<file path="src/rtl/spi_controller.sv">
// SPI mode-0 write-frame transmitter for the 16-bit register-write link.
// Sends one {rw, addr, data} frame MSB-first, framed by ncs.
module spi_controller #(
    parameter int HALF_PERIOD = 4,
    parameter int CS_SETUP    = 2,
    parameter int CS_HOLD     = 2,
    parameter int CS_GAP      = 4
) (
    input  logic       clk,
    input  logic       rst,
    input  logic       req_valid,
    output logic       req_ready,
    input  logic       req_rw,
    input  logic [6:0] req_addr,
    input  logic [7:0] req_data,
    output logic       sclk,
    output logic       ncs,
    output logic       copi,
    output logic       busy,
    output logic       done
);

    localparam int M1   = (HALF_PERIOD > CS_SETUP) ? HALF_PERIOD : CS_SETUP;
    localparam int M2   = (CS_HOLD > CS_GAP) ? CS_HOLD : CS_GAP;
    localparam int MAXC = (M1 > M2) ? M1 : M2;
    localparam int CW   = $clog2(MAXC);

    localparam logic [CW-1:0] SETUP_END = CW'(CS_SETUP - 1);
    localparam logic [CW-1:0] HALF_END  = CW'(HALF_PERIOD - 1);
    localparam logic [CW-1:0] HOLD_END  = CW'(CS_HOLD - 1);
    localparam logic [CW-1:0] GAP_END   = CW'(CS_GAP - 1);

    typedef enum logic [2:0] {
        IDLE,
        SETUP,
        LOW,
        HIGH,
        HOLD,
        GAP
    } state_t;

    state_t        state;
    logic [CW-1:0] cnt;
    logic [3:0]    idx;
    logic [15:0]   shreg;

    assign req_ready = (state == IDLE);
    assign busy      = (state != IDLE);
    // The top of the shift register is the wire; clearing it idles copi low.
    assign copi      = shreg[15];

    always_ff @(posedge clk) begin
        if (rst) begin
            state <= IDLE;
            cnt   <= '0;
            idx   <= '0;
            shreg <= '0;
            sclk  <= 1'b0;
            ncs   <= 1'b1;
            done  <= 1'b0;
        end else begin
            done <= 1'b0;
            unique case (state)
                IDLE: begin
                    if (req_valid) begin
                        shreg <= {req_rw, req_addr, req_data};
                        ncs   <= 1'b0;
                        cnt   <= '0;
                        idx   <= '0;
                        state <= SETUP;
                    end
                end
                SETUP: begin
                    if (cnt == SETUP_END) begin
                        cnt   <= '0;
                        state <= LOW;
                    end else begin
                        cnt <= cnt + 1'b1;
                    end
                end
                LOW: begin
                    if (cnt == HALF_END) begin
                        cnt   <= '0;
                        sclk  <= 1'b1;
                        state <= HIGH;
                    end else begin
                        cnt <= cnt + 1'b1;
                    end
                end
                HIGH: begin
                    if (cnt == HALF_END) begin
                        cnt  <= '0;
                        sclk <= 1'b0;
                        if (idx == 4'd15) begin
                            state <= HOLD;
                        end else begin
                            // next bit appears together with the falling edge
                            idx   <= idx + 1'b1;
                            shreg <= {shreg[14:0], 1'b0};
                            state <= LOW;
                        end
                    end else begin
                        cnt <= cnt + 1'b1;
                    end
                end
                HOLD: begin
                    if (cnt == HOLD_END) begin
                        cnt   <= '0;
                        ncs   <= 1'b1;
                        shreg <= '0;
                        state <= GAP;
                    end else begin
                        cnt <= cnt + 1'b1;
                    end
                end
                GAP: begin
                    if (cnt == GAP_END) begin
                        cnt   <= '0;
                        done  <= 1'b1;
                        state <= IDLE;
                    end else begin
                        cnt <= cnt + 1'b1;
                    end
                end
                default: state <= IDLE;
            endcase
        end
    end

endmodule
</file>
<file path="config.mk">
export PLATFORM = sky130hd
export DESIGN_NAME = spi_controller
export DESIGN_NICKNAME = d
export VERILOG_FILES = /design/src/rtl/spi_controller.sv
export SDC_FILE = /design/constraint.sdc
export NUM_CORES = 1
export LEC_CHECK = 0
export CAP_MARGIN = 20
export CELL_PAD_IN_SITES_DETAIL_PLACEMENT = 1
export CELL_PAD_IN_SITES_GLOBAL_PLACEMENT = 2
export CORE_UTILIZATION = 33
export CTS_CLUSTER_DIAMETER = 50
export DETAILED_ROUTE_END_ITERATION = 12
export PLACE_DENSITY_LB_ADDON = 0.1
export SLEW_MARGIN = 25
export SYNTH_ARGS = -nofsm -noshare
export SYNTH_HDL_FRONTEND = slang
export SYNTH_SLANG_ARGS = --single-unit
</file>
<file path="constraint.sdc">
create_clock -name clk -period 5.2 [get_ports clk]
set_input_delay 1.56 -clock clk [delete_from_list [all_inputs] [get_ports clk]]
set_output_delay 1.56 -clock clk [all_outputs]
set_load 0.01 [all_outputs]
</file>
==> flow_summary.ini <==
[outcome]
outcome = finished, final reports clean

[sta]
max_slew_margin = 0.392
min_period_over_period = 0.659
worst_slack_ns = 1.77
worst_slew_pin_slew_ns = 0.888
fin_setup_tns_ns = 0
fin_crit_ns = 3.43
finClkSkew_ns = 0.00830
final_max_slew_viol_count = 0
finalHoldViolCount = 0
max_clock_freq_mhz = 292
final-setup-viol-count = 0
grt_setup_unrepaired = no

[yosys]
main_combinational_cell_family_by_area_after_synthesis = simple AND/OR/NAND/NOR gates
synth_xor_area_frac = 0.0155
async_reset_ff_frac = 0
area_share_of_and_or_nand_nor_cells_after_synthesis = 0.334
synth_flop_cell = sky130_fd_sc_hd__dfxtp_1
share_of_the_synthesized_area_in_compound_gates_ao_oa_aoi_oai = 0.210
synthesis.nets = 239
synth.cell_area_sq_um = 1690
synth_cell_type_count = 41
muxShareOfSynthArea = 0.0118
syn_inst = 216
synth-warning-count = 0
post_synth_fa_ha_maj_area_fraction = 0.0296
synth.ff_latch_count = 28
synthesis.area_per_instance_sq_um = 7.83
synth-edff-count = 0
ys_seq_area_frac = 0.332

[clock_network]
cts.path.max_buffers = 2
clk_latency_ns = 0.27
cts_hold_repair.buffers = 0
cts_root_buffer = sky130_fd_sc_hd__clkbuf_8
postCtsSetupBuffers = 0
clock-sinks = 28
clkSlewWorstSetupHoldPaths_ns = 0.10
cts_resized = 0
tritoncts = done
cts_max_level = 1
tritoncts.num_buffers = 3

[grt]
initial_antenna_violation_count = 0
global_route_wire_length_before_repair_mm = 7.75
globalRouteTotalUtil = 0.180
grt_pass1_vias = 1606
globalRoute.totalOverflow = 0
grt_start_max_net_pins = 46

[place]
port-buffer-count = 24
pre_cts_slack_ns = 1.63
weighted_congestion_at_the_end_of_routability_driven_global_placement = 0.751
post_place_cells = 288
detail_placement_hpwl_mm = 2.86

[critical_path]
timing.critical_path.arrival_ns = 1.87
endpoint_kind = output pin
timing.setup.critical_path_class = reg -> out
crit_path_start_kind = register
path_max_fanout = 21
worst_ep_required_time_ns = 3.64

[floorplan]
core_region_area_sq_um = 4820
initial_core_util = 0.351
floorplan.die.height_um = 73.6
i_o_pin_count = 25
die_w_um = 73.6
die-area_sq_um = 5410
placement_rows = 25

[pwr]
ir_drop_uv = 171
power_leakage_nw = 0.757
p_per_area_nw_per_um2 = 330

[final_layout]
final_layout_size_suffix_gt1_frac = 0.0444
final_net_count = 249
top_library_cells_by_usage_in_the_layout_fill_and_taps_aside = 36 x sky130_fd_sc_hd__a21oi_1, 28 x sky130_fd_sc_hd__dfxtp_1, 25 x sky130_fd_sc_hd__nor2_1
insertedDiodeCount = 0
syn2layout_area_growth_pct = 16.7
fin_cells = 292
fill_cells = 596
final_common_cell = sky130_fd_sc_hd__a21oi_1

[detailed_routing]
ant_nets = 0
wire_per_inst_um = 15.0
drt_pre_antenna_iters = 4
drc = 0
detailedRoute.firstIterationViolations = 117
number_of_vias_per_cell = 5.46
num_vias = 1593
detail_route.wirelength_mm = 4.39

[flow_run]
max_cap_viol_count = 0

[min_path]
min-delay-path-class = reg -> reg
-- area by class of cell --
class | count | area [sq um] | share of cell area
tap | 67 | 83.8 | 0.0425
sequential | 28 | 561 | 0.284
inverter | 4 | 15.0 | 0.00761
clock buffer | 4 | 55.1 | 0.0279
multi-input combinational | 164 | 1020 | 0.515
timing repair buffer | 25 | 243 | 0.123
-- worst max-delay path, cell delays in order, from the launching register on --
cell and delay (ns):
sky130_fd_sc_hd__dfxtp_1 0.53, sky130_fd_sc_hd__or3_1 0.42, sky130_fd_sc_hd__inv_1 0.09, sky130_fd_sc_hd__clkdlybuf4s50_1 0.55
-- cell usage after synthesis, types with 2 or more instances --
library cell | instances | area share
sky130_fd_sc_hd__and3_1 | 2 | 0.0074
sky130_fd_sc_hd__nor2_1 | 25 | 0.056
sky130_fd_sc_hd__nand4b_1 | 2 | 0.010
sky130_fd_sc_hd__nand2b_1 | 2 | 0.0074
sky130_fd_sc_hd__nand2_1 | 18 | 0.040
sky130_fd_sc_hd__mux2i_1 | 2 | 0.012
sky130_fd_sc_hd__and3b_1 | 12 | 0.062
sky130_fd_sc_hd__clkbuf_1 | 10 | 0.022
sky130_fd_sc_hd__or4_1 | 15 | 0.067
sky130_fd_sc_hd__dfxtp_1 | 28 | 0.33
sky130_fd_sc_hd__nand3_1 | 2 | 0.0059
sky130_fd_sc_hd__o31ai_1 | 2 | 0.0089
sky130_fd_sc_hd__buf_6 | 2 | 0.013
sky130_fd_sc_hd__nor2b_1 | 3 | 0.011
sky130_fd_sc_hd__buf_2 | 7 | 0.021
sky130_fd_sc_hd__a21oi_1 | 36 | 0.11
sky130_fd_sc_hd__xnor2_1 | 3 | 0.016
sky130_fd_sc_hd__inv_1 | 4 | 0.0089
sky130_fd_sc_hd__ha_1 | 4 | 0.030
sky130_fd_sc_hd__a211oi_1 | 3 | 0.013
sky130_fd_sc_hd__nand3b_1 | 5 | 0.022
sky130_fd_sc_hd__o21ai_0 | 10 | 0.030
-- layer usage --
metal,vias up,wire length (um),GRT usage
met2,17,2190,0.314
met3,2,117,0.0233
met4,0,27,0.0385
li1,790,-,-
met1,784,2060,0.235
met5,-,0,0
-- metrics by stage --
step | util | total power (W) | hold WS, ns | instance area (sq um)
2_1_floorplan | - | 0.000449 | 0.428 | 1690
3_3_place_gp | 0.399 | 0.000511 | 0.434 | 1920
3_5_place_dp | 0.399 | 0.000520 | 0.444 | 1920
4_1_cts | 0.411 | 0.000663 | 0.458 | 1980
5_1_grt | 0.410 | 0.000709 | 0.479 | 1970
6_report | 0.410 | 0.000652 | 0.455 | 1970
-- sequential cells by signal, indices dropped and copies added, names as in the netlist --
name,cells
cnt,2
done,1
idx,4
ncs,1
sclk,1
shreg,16
state,3
-- report_power, final --
group          total [W]  internal (W)  switching, W
Sequential      0.000267      0.000242     0.0000246
Combinational   0.000249      0.000109      0.000140
Clock           0.000136     0.0000677     0.0000684
-- cell families (layout without fill, tap and decap cells) --
kind of cell	Yosys count	after routing
flip-flops	28	28
buffers and inverters	24	33
multiplexers	2	2
XOR/XNOR	3	3
AO/OA/AOI/OAI	60	60
adder cells (fa/ha/maj)	4	4
AND/OR/NAND/NOR	95	95
-- worst paths after layout --
check / from / to / slack (ns) / cells after the start
max: state[2]$_SDFFE_PP0P_ / req_ready / 1.77 / 3
min reg2reg: shreg[6]$_SDFFE_PP0P_ / shreg[6]$_SDFFE_PP0P_ / 0.46 / 2
max reg2reg: state[2]$_SDFFE_PP0P_ / shreg[9]$_SDFFE_PP0P_ / 2.91 / 4
min: shreg[6]$_SDFFE_PP0P_ / shreg[6]$_SDFFE_PP0P_ / 0.46 / 2
No activity file was read; power rests on OpenSTA's default activity.
==> edit: new RTL, same settings <==
Set the parameter `CS_GAP` to 8 (it was 4).
--- a/src/rtl/spi_controller.sv
+++ b/src/rtl/spi_controller.sv
@@ -4,7 +4,7 @@
     parameter int HALF_PERIOD = 4,
     parameter int CS_SETUP    = 2,
     parameter int CS_HOLD     = 2,
-    parameter int CS_GAP      = 4
+    parameter int CS_GAP      = 8
 ) (
     input  logic       clk,
     input  logic       rst,
Behaviour: no difference found for any inputs over 10 cycles, from zero or initial values and one cycle with rst high; that may be too few to reach the edited logic, so the function may still have changed.
==> edit against the original RTL <==
- setup slack lost 0.012 ns
- worst hold slack improved by 0.0017 ns
- highest routed layer unchanged
- area after synthesis rose by 10%
- fmax decreased by 0.34%
- sequential cell count is 1 higher
- wire length grew 8.9%
- largest cell class unchanged
- cell area grew 11%
- critical path type unchanged
- combinational power increased by 56%
- critical path depth is the same
- power rose by 38%
- sequential power up 17%
==> edit: results <==
<?xml version="1.0" encoding="UTF-8"?>
<metrics>
  <group name="run_status">
    <metric name="outcome" unit="">finished, final reports clean</metric>
  </group>
  <group name="grt">
    <metric name="grt_pass1_vias" unit="">1645</metric>
    <metric name="groute.layer.met1.usage" unit="%">23.4</metric>
    <metric name="globalRouteMet2Util" unit="%">26.1</metric>
    <metric name="global_route_wire_length_before_repair" unit="µm">8130</metric>
    <metric name="grt_use_met3" unit="%">3.57</metric>
  </group>
  <group name="worst_setup_path">
    <metric name="register_to_register_setup_slack" unit="ns">2.84</metric>
    <metric name="crit_path_top_delay_cell" unit="">sky130_fd_sc_hd__dfxtp_1</metric>
    <metric name="rr_startpoint" unit="">state[1]$_SDFFE_PP0P_</metric>
    <metric name="worst_r2r_endpoint" unit="">shreg[14]$_SDFFE_PP0P_</metric>
    <metric name="critPathMaxFanout" unit="">20</metric>
  </group>
  <group name="synthesis">
    <metric name="synth_sequential_area_ratio" unit="%">31.1</metric>
    <metric name="syn-num-nets" unit="">254</metric>
    <metric name="synth.top_cells.by_count" unit="">29 x sky130_fd_sc_hd__dfxtp_1, 23 x sky130_fd_sc_hd__a21oi_1, 23 x sky130_fd_sc_hd__nor2_1</metric>
    <metric name="syn-instance-count" unit="">230</metric>
  </group>
  <group name="layout">
    <metric name="fillerInstances" unit="">695</metric>
    <metric name="largest_registers" unit="">shreg: 16 flops, idx: 4 flops</metric>
    <metric name="nNetsFinal" unit="">268</metric>
  </group>
  <group name="placement">
    <metric name="post_dp_cell_area" unit="mm²">0.00210</metric>
    <metric name="place_congestion" unit="">0.723</metric>
    <metric name="post-place-ws" unit="ns">1.65</metric>
    <metric name="placed_cells" unit="">309</metric>
  </group>
  <group name="clock_tree">
    <metric name="path_clk_slew" unit="ns">0.06</metric>
    <metric name="h-tree-depth" unit="">2</metric>
  </group>
  <group name="timing">
    <metric name="fin_hold_ws" unit="ns">0.457</metric>
    <metric name="clock-skew-final" unit="ns">0.00603</metric>
    <metric name="crit_path_time_final" unit="ns">3.44</metric>
    <metric name="timing.max_slew.rel_slack" unit="%">45.0</metric>
  </group>
  <group name="hold_path">
    <metric name="worstHoldStart" unit="">shreg[13]$_SDFFE_PP0P_</metric>
    <metric name="min_to" unit="">shreg[13]$_SDFFE_PP0P_</metric>
  </group>
  <group name="drt">
    <metric name="post_drt_wl_per_cell" unit="µm">15.1</metric>
    <metric name="avgViaCountPerCell" unit="">5.45</metric>
    <metric name="wl_met1" unit="µm">2490</metric>
  </group>
  <group name="power_and_ir_drop">
    <metric name="worst_ir_drop_vdd" unit="µV">155</metric>
  </group>
</metrics>
==> edit: cell types whose count changed after synthesis, sizes merged, moves of 5 or more <==
cell and delta:
a21oi -13, mux2i +13, and3b -12, nor3b +10, o221ai +5, or3 +5
==> edit: logic make-up after synthesis <==
| group | after synthesis | share of synthesized area [%] |
|---|---|---|
| adder cells (fa/ha/maj) | 6 | 3.89 |
| AO/OA/AOI/OAI | 47 | 16.8 |
| buffers and inverters | 27 | 7.45 |
| multiplexers | 19 | 10.5 |
| flip-flops | 29 | 31.1 |
| AND/OR/NAND/NOR | 101 | 29.8 |
| XOR/XNOR | 1 | 0.470 |
==> edit: layout make-up <==
cell class	count	share of cell area (%)
clock buffers	7	3.95
inverters	8	1.37
multi-input cells	174	52.3
flip-flops and latches	29	26.5
well taps	72	4.12
repair buffers	26	11.7
==> edit: where the power goes <==
part,switching (mW),leakage [nW],internal [mW]
logic,0.212,0.531,0.177
clock network,0.0903,0.0443,0.105
registers,0.0402,0.237,0.271
